--- config.mk ---
export PLATFORM = sky130hd
export DESIGN_NAME = message_sender_flat
export DESIGN_NICKNAME = d
export VERILOG_FILES = /design/src/rtl/message_sender_if.sv /design/src/rtl/message_sender.sv /design/src/flat_wrapper.sv
export SDC_FILE = /design/constraint.sdc
export NUM_CORES = 1
export LEC_CHECK = 0
export ABC_AREA = 0
export CAP_MARGIN = 30
export CORE_MARGIN = 2
export CORE_UTILIZATION = 38
export DETAILED_ROUTE_END_ITERATION = 7
export PLACE_DENSITY = 0.78
export SETUP_SLACK_MARGIN = 0.05
export SYNTH_ARGS = -nofsm -noshare
export SYNTH_HDL_FRONTEND = slang
export SYNTH_SLANG_ARGS = --single-unit
--- constraint.sdc ---
create_clock -name clk -period 1.4 [get_ports clk]
set_input_delay 0.14 -clock clk [delete_from_list [all_inputs] [get_ports clk]]
set_output_delay 0.14 -clock clk [all_outputs]
set_load 0.01 [all_outputs]
--- src/rtl/message_sender_if.sv ---
`default_nettype none
// ============================================================================
// Module      : message_sender_if
// Description : Bundle of the signals around the message sequencer: trigger
//               inputs (start, uart_rx byte), message ROM address/data, and
//               the uart_tx handshake plus status outputs.
//               master : the sequencer (drives rom_addr, tx_*, busy, done)
//               slave  : the surroundings (ROM, uart_rx/uart_tx, controller)
// Revision    : 1.0 - initial release
// ============================================================================
interface message_sender_if #(
    parameter int ADDR_W = 4
);
    logic              start;        // single-cycle send request
    logic [7:0]        rx_data;      // byte from uart_rx
    logic              new_rx_data;  // rx_data valid this cycle
    logic [ADDR_W-1:0] rom_addr;     // address to the message ROM
    logic [7:0]        rom_data;     // ROM output for the previous rom_addr
    logic [7:0]        tx_data;      // byte to uart_tx
    logic              tx_new_data;  // tx_data valid strobe
    logic              tx_busy;      // uart_tx is shifting
    logic              tx_block;     // downstream back-pressure
    logic              busy;         // message in progress
    logic              done;         // pulse after the last byte is handed off

    modport master (
        input  start, rx_data, new_rx_data, rom_data, tx_busy, tx_block,
        output rom_addr, tx_data, tx_new_data, busy, done
    );

    modport slave (
        output start, rx_data, new_rx_data, rom_data, tx_busy, tx_block,
        input  rom_addr, tx_data, tx_new_data, busy, done
    );
endinterface
`default_nettype wire

--- src/rtl/message_sender.sv ---
`default_nettype none
// ============================================================================
// Module      : message_sender
// Description : Reads a stored message out of a registered (1-cycle latency)
//               message ROM and hands it byte by byte to uart_tx. A message
//               is launched by a start pulse or by receiving the TRIGGER
//               character from uart_rx. Bytes 0..MSG_LEN-1 are sent in order.
// Ports       : clk  - system clock, rising edge
//               rst  - synchronous reset, active-high
//               bus  - message_sender_if.master: start/rx_data/new_rx_data in,
//                      rom_addr out / rom_data in, tx_data/tx_new_data out,
//                      tx_busy/tx_block in, busy/done out
// Revision    : 1.0 - initial release
// ============================================================================
module message_sender #(
    parameter int         MSG_LEN = 16,
    parameter int         ADDR_W  = 4,
    parameter logic [7:0] TRIGGER = 8'h68
) (
    input  wire logic          clk,
    input  wire logic          rst,
    message_sender_if.master   bus
);

    localparam logic [1:0] c_IDLE  = 2'd0;
    localparam logic [1:0] c_FETCH = 2'd1;
    localparam logic [1:0] c_SEND  = 2'd2;
    localparam logic [1:0] c_GAP   = 2'd3;

    localparam logic [ADDR_W-1:0] c_LAST_ADDR = ADDR_W'(MSG_LEN - 1);
    localparam logic [ADDR_W-1:0] c_ADDR_ONE  = ADDR_W'(1);

    logic [1:0]        r_state;
    logic [ADDR_W-1:0] r_rom_addr;
    logic [7:0]        r_tx_data;
    logic              r_tx_new_data;
    logic              r_busy;
    logic              r_done;

    logic [1:0]        w_state_nxt;
    logic [ADDR_W-1:0] w_rom_addr_nxt;
    logic [7:0]        w_tx_data_nxt;
    logic              w_tx_new_data_nxt;
    logic              w_busy_nxt;
    logic              w_done_nxt;

    logic              w_trigger;
    logic              w_tx_ready;
    logic              w_last;

    // Both trigger sources in one cycle collapse into a single request.
    assign w_trigger  = bus.start | (bus.new_rx_data & (bus.rx_data == TRIGGER));
    assign w_tx_ready = ~bus.tx_busy & ~bus.tx_block;
    assign w_last     = (r_rom_addr == c_LAST_ADDR);

    // ------------------------------------------------------------------------
    // State and output registers
    // ------------------------------------------------------------------------
    always_ff @(posedge clk) begin
        if (rst) begin
            r_state       <= c_IDLE;
            r_rom_addr    <= '0;
            r_tx_data     <= '0;
            r_tx_new_data <= 1'b0;
            r_busy        <= 1'b0;
            r_done        <= 1'b0;
        end else begin
            r_state       <= w_state_nxt;
            r_rom_addr    <= w_rom_addr_nxt;
            r_tx_data     <= w_tx_data_nxt;
            r_tx_new_data <= w_tx_new_data_nxt;
            r_busy        <= w_busy_nxt;
            r_done        <= w_done_nxt;
        end
    end

    // ------------------------------------------------------------------------
    // Next-state logic
    // ------------------------------------------------------------------------
    always_comb begin
        w_state_nxt = r_state;
        case (r_state)
            c_IDLE:  if (w_trigger)  w_state_nxt = c_FETCH;
            // One cycle for the ROM to register data at the held address.
            c_FETCH: w_state_nxt = c_SEND;
            c_SEND:  if (w_tx_ready) w_state_nxt = c_GAP;
            // uart_tx raises busy one cycle after the strobe; GAP keeps the
            // next SEND from seeing a stale tx_busy=0.
            c_GAP:   w_state_nxt = w_last ? c_IDLE : c_FETCH;
            default: w_state_nxt = c_IDLE;
        endcase
    end

    // ------------------------------------------------------------------------
    // Next values of the registered outputs
    // ------------------------------------------------------------------------
    always_comb begin
        w_rom_addr_nxt    = r_rom_addr;
        w_tx_data_nxt     = r_tx_data;
        w_tx_new_data_nxt = 1'b0;
        w_done_nxt        = 1'b0;
        w_busy_nxt        = (w_state_nxt != c_IDLE);

        case (r_state)
            c_SEND: begin
                if (w_tx_ready) begin
                    w_tx_data_nxt     = bus.rom_data;
                    w_tx_new_data_nxt = 1'b1;
                end
            end
            c_GAP: begin
                if (w_last) begin
                    w_rom_addr_nxt = '0;
                    w_done_nxt     = 1'b1;
                end else begin
                    w_rom_addr_nxt = r_rom_addr + c_ADDR_ONE;
                end
            end
            default: begin
                w_rom_addr_nxt = r_rom_addr;
            end
        endcase
    end

    assign bus.rom_addr    = r_rom_addr;
    assign bus.tx_data     = r_tx_data;
    assign bus.tx_new_data = r_tx_new_data;
    assign bus.busy        = r_busy;
    assign bus.done        = r_done;

endmodule
`default_nettype wire

--- src/flat_wrapper.sv ---
// flat-port wrapper written by rule: the top's interface ports become plain ports
module message_sender_flat 
#(
    parameter int         MSG_LEN = 16,
    parameter int         ADDR_W  = 4,
    parameter logic [7:0] TRIGGER = 8'h68
)
  (clk, rst, bus_start, bus_rx_data, bus_new_rx_data, bus_rom_data, bus_tx_busy, bus_tx_block, bus_rom_addr, bus_tx_data, bus_tx_new_data, bus_busy, bus_done);
  message_sender_if #(.ADDR_W(ADDR_W)) bus_i ();
  input  wire logic clk;
  input  wire logic rst;
  input wire logic [$bits(bus_i.start)-1:0] bus_start;
  input wire logic [$bits(bus_i.rx_data)-1:0] bus_rx_data;
  input wire logic [$bits(bus_i.new_rx_data)-1:0] bus_new_rx_data;
  input wire logic [$bits(bus_i.rom_data)-1:0] bus_rom_data;
  input wire logic [$bits(bus_i.tx_busy)-1:0] bus_tx_busy;
  input wire logic [$bits(bus_i.tx_block)-1:0] bus_tx_block;
  output wire logic [$bits(bus_i.rom_addr)-1:0] bus_rom_addr;
  output wire logic [$bits(bus_i.tx_data)-1:0] bus_tx_data;
  output wire logic [$bits(bus_i.tx_new_data)-1:0] bus_tx_new_data;
  output wire logic [$bits(bus_i.busy)-1:0] bus_busy;
  output wire logic [$bits(bus_i.done)-1:0] bus_done;
  assign bus_i.start = bus_start;
  assign bus_i.rx_data = bus_rx_data;
  assign bus_i.new_rx_data = bus_new_rx_data;
  assign bus_i.rom_data = bus_rom_data;
  assign bus_i.tx_busy = bus_tx_busy;
  assign bus_i.tx_block = bus_tx_block;
  assign bus_rom_addr = bus_i.rom_addr;
  assign bus_tx_data = bus_i.tx_data;
  assign bus_tx_new_data = bus_i.tx_new_data;
  assign bus_busy = bus_i.busy;
  assign bus_done = bus_i.done;
  message_sender #(.MSG_LEN(MSG_LEN), .ADDR_W(ADDR_W), .TRIGGER(TRIGGER)) u_core (.clk(clk), .rst(rst), .bus(bus_i));
endmodule
# Word-level counts from Yosys, hierarchy flattened
# Index checks and enable logic that the tools add are counted.
# op_classes
add_sub_neg	1
n_eq_ne	5
mux	7
bitwise_logic	7
reduce_logical	5
# op_table
cell	count
8-bit by 7-bit equality test with 1-bit output (second input constant)	1
2-bit case mux with 4 select lines	1
4-bit by 1-bit adder with 4-bit output (second input constant)	1
2-bit equality test (second input constant)	2
4-bit equality test (second input constant)	1
2-bit 2-to-1 mux	2
4-bit 2-to-1 mux	1
1-bit NOT	4
2-bit OR reduction	2
1-bit 2-to-1 mux	3
1-bit AND	2
2-bit by 1-bit equality test with 1-bit output (second input constant)	1
2-bit logical NOT	1
2-bit AND reduction	1
2-bit nonzero test	1
1-bit bitwise OR	1
# totals
register_bits	17
inputBits	22
word_cells	31

# Longest topological paths before layout
# logic_depth
ltp_word	6
mapped_depth	6
mapped_depth_nobuf	5

# Worst setup path before layout
# OpenSTA, ideal clock, no wires.
# synth_path
path_type	reg2reg
from	reg u_core.r_state[0]
to	reg u_core.r_tx_data[0] (netlist: u_core.bus.tx_data[0])
arrival_time_ns	1.076
required_time_ns	1.283
setup_slack_ns	0.207
path_stages_with_launch	7
path_buffers	1
cell_sequence	dfxtp_1 inv_1 ha_1 nor3b_2 buf_6 mux2i_1 nor2_1
# synth_between
elab_chain_cells	2
# synth_rtl
item	line	source
start: declaration	message_sender.sv:33	logic [1:0] r_state;
start signal: assignment	message_sender.sv:61	r_state <= c_IDLE;
start signal: assignment	message_sender.sv:68	r_state <= w_state_nxt;
2-bit equality test	message_sender.sv:104	case (r_state)
2-bit AND reduction (no source line)	n/a	
end signal: assignment	message_sender.sv:70	r_tx_data <= w_tx_data_nxt;
end: declaration	message_sender.sv:35	logic [7:0] r_tx_data;
# No other way between the ends.
# A chain may end at the register's enable or synchronous reset.

# Worst setup path in the final report
# layout_path
from	reg u_core.r_tx_data[6] (netlist: u_core.bus.tx_data[6])
to	out bus_tx_data[6]
# layout_rtl
item	line	source
end: declaration	flat_wrapper.sv:19	output wire logic [$bits(bus_i.tx_data)-1:0] bus_tx_data;
# No word-level cell between the ends.

==> summary.txt <==
Status = completed
Port buffer count = 36
HPWL Detailed = 1.244 mm
Layout Nets = 143
Synth async-reset ratio = 0%
RSZ-0062 raised after global routing = yes
Worst Slack Setup Final = 0.08936 ns
CP bufs+invs = 1
Mapped Nets = 100
Syn avg cell area = 9.959 um^2
Number of library cell types mapped by synthesis = 26
Static leakage = 0.0005997 uW
Post-Syn Area = 737.0 um^2
Peak VDD IR = 0.0007473 V
Final Routed Wirelength = 1.790 mm
Final number of max-transition violations = 0
Syn. warnings = 0
Vias in the first global route = 573
# setup viols final = 0
Total die area = 2308 um^2
Register area = 349.1 um^2
Critical Path AT = 1.17 ns
Slowest-stage cell, CP = clkdlybuf4s50_1
Most frequent cells after synthesis = 17 x dfxtp_1, 14 x nor2_1, 9 x mux2i_1, 4 x ha_1, 4 x inv_1
Drt wl/cell = 12.70 um
Layout overhead on the synthesized area = 66.55%
CP Cell Sequence = clkdlybuf4s50_1
Gate count after technology mapping = 74
DRT Pass-1 Iters = 4
Yosys reg bits = 17
Worst Path Required = 1.26 ns
Top-count cell post-synth = dfxtp_1
Area leader, netlist = dfxtp_1
Fmax = 763.0 MHz
WHS = 0.4428 ns
Final worst path period need = 1.311 ns
Drt drc = 0
Number of synthesized flops with an enable pin = 0
Final ANT Viol Nets = 0
Hold WC Path Type = primary input to flip-flop
Fraction of layout instances using a drive strength above 1 = 15.52%
CTS tree = yes
CP Max Fanout = 2
Final setup TNS = 0 ns
Via density = 4.709
Cts-stage hold buffer count = 0
Sequential share of the synthesized area = 46.18%
Share of the synthesized area in the top cell type = 46.18%
Clock tree buffer depth = 2
Finished Cell Area = 1227 um^2
Worst-path clk slew = 0.10 ns
First-pass GRT wire length = 2.304 mm
Final hold vios = 0
Sink Count = 17
Diode count = 0
Core footprint = 1783 um^2
Critical setup path kind = flip-flop to output pin
Root Driver = clkbuf_4
Pwr Density = 1025 nW/um^2
# rows = 15
Clock Skew = 0.002311 ns
Max-slew headroom = 78.87%
Max incr delay on CP = 0.54 ns
Via count of the routed design = 664
I/O pin total = 37
Overall Power = 1258 uW
Final clock period utilization by the worst path = 93.62%
Gp weighted congestion = 0.6712
Htree depth = 1
Footprint of the multi-input gates = 379.1 um^2
CP Launch Type = flip-flop
CP endpoint kind = output pin
Largest net degree at the start of global routing = 14
Top delay family on crit path = buffers and inverters
Worst-Skew Late Latency = 0.29 ns
DR iter-0 viols = 2
WHS Path Cells = 3
Max-Cap Viols = 0
Die X = 48.04 um
Initial antenna violation count = 0
Tot GR Track Use = 15.15%
Top cells by area, synth = dfxtp_1 46%, mux2i_1 12%, nor2_1 7.1%
CTS Buf Count = 3
Reg2Reg Depth = 6
Most used flip-flop cell after synthesis = dfxtp_1
Worst-Margin Slew = 0.3129 ns
CP Depth = 1
Initial Util = 41.33%
Fill cells = 144
Die height = 48.04 um
Worst Setup Slack post-DPL = 0.02783 ns
Grt ovf = 0
Post-DP Area = 1130 um^2
routing by layer:
layer / part of all wire, % / up-vias / track usage [%]
met2: 50 / 24 / 25.07
li1: - / 345 / -
met3: 6.3 / 4 / 3.774
met4: 1.6 / 0 / 9.730
met1: 42 / 291 / 17.19
met5: 0 / - / 0
path summary, 6_finish.rpt:
check | startpoint | endpoint | slack (ns)
worst max-delay path | u_core.bus.tx_data[6]$_SDFFE_PP0P_ | bus_tx_data[6] | 0.09
worst min-delay path | bus_rx_data[3] | u_core.r_state[0]$_SDFF_PP0_ | 0.44
worst max register to register | u_core.r_state[0]$_SDFF_PP0_ | u_core.bus.tx_data[3]$_SDFFE_PP0P_ | 0.09
worst min register to register | u_core.bus.rom_addr[3]$_SDFFE_PP0P_ | u_core.bus.done$_SDFF_PP0_ | 0.48
what timing repair did:
| action | 4_1_cts | 5_1_grt |
|---|---|---|
| setup buffers | 0 | 1 |
| resized for setup | 7 | 17 |
| endpoints found under the setup margin | 8 | 16 |
| cloned | 0 | 1 |
| pin swaps | 0 | 2 |
sequential cells by signal (all words and copies together) (netlist names):
name,cells
u_core.bus.busy,1
u_core.bus.done,1
u_core.bus.rom_addr,4
u_core.bus.tx_data,8
u_core.bus.tx_new_data,1
u_core.r_state,2
logic make-up after synthesis:
logic type,count (synthesis),synth area share (%)
AO/OA/AOI/OAI,8,7.810
XOR/XNOR,1,1.189
buffers and inverters,7,4.923
adder cells (fa/ha/maj),4,6.791
flip-flops,17,46.18
multiplexers,9,12.22
AND/OR/NAND/NOR,28,20.88
cells in the final DEF (no fill, tap or decap):
cell,netlist,final
nor4b_2,1,1
inv_1,4,3
a41oi_1,1,1
dfxtp_1,17,12
buf_4,0,3
o21ai_0,1,1
o41ai_1,1,1
nand3_1,2,2
nor2b_1,1,1
mux2i_1,9,9
nor4bb_1,1,1
dlygate4sd2_1,0,2
clkinv_2,0,1
inv_4,0,1
nand2_1,2,2
o31ai_1,1,1
nor3_1,1,1
ha_1,4,3
nand2b_1,1,1
nand3b_1,1,1
clkbuf_4,0,3
dlymetal6s2s_1,0,8
dfxtp_4,0,1
a21oi_1,2,2
xor2_1,1,1
and2_1,1,1
buf_6,1,2
nand4b_1,1,1
dfxtp_2,0,4
ha_4,0,1
nand4_1,1,1
nor2_1,14,14
nor3b_4,0,1
clkdlybuf4s50_1,0,26
a32oi_1,2,2
stage by stage:
stage                     cells  utilization (%)
after global placement      135            63.37
final                       141            68.84
after CTS                   139            65.26
after detailed placement    135            63.37
after floorplan              74                -
after global routing        141            68.84
layout make-up:
type                       count  area share (%)
tap                           25           2.548
sequential                    17           28.44
timing repair buffer          41           34.45
multi-input combinational     50           30.89
clock buffer                   3           1.835
inverter                       4           1.427
clock inverter                 1          0.4077
report_power, final:
| group | internal [uW] | switching, uW | leakage, uW |
|---|---|---|---|
| clock | 106 | 155 | 0.0000177 |
| sequential | 550 | 46.3 | 0.000140 |
| combinational | 229 | 171 | 0.000442 |
(Power assumes the default switching activity.)
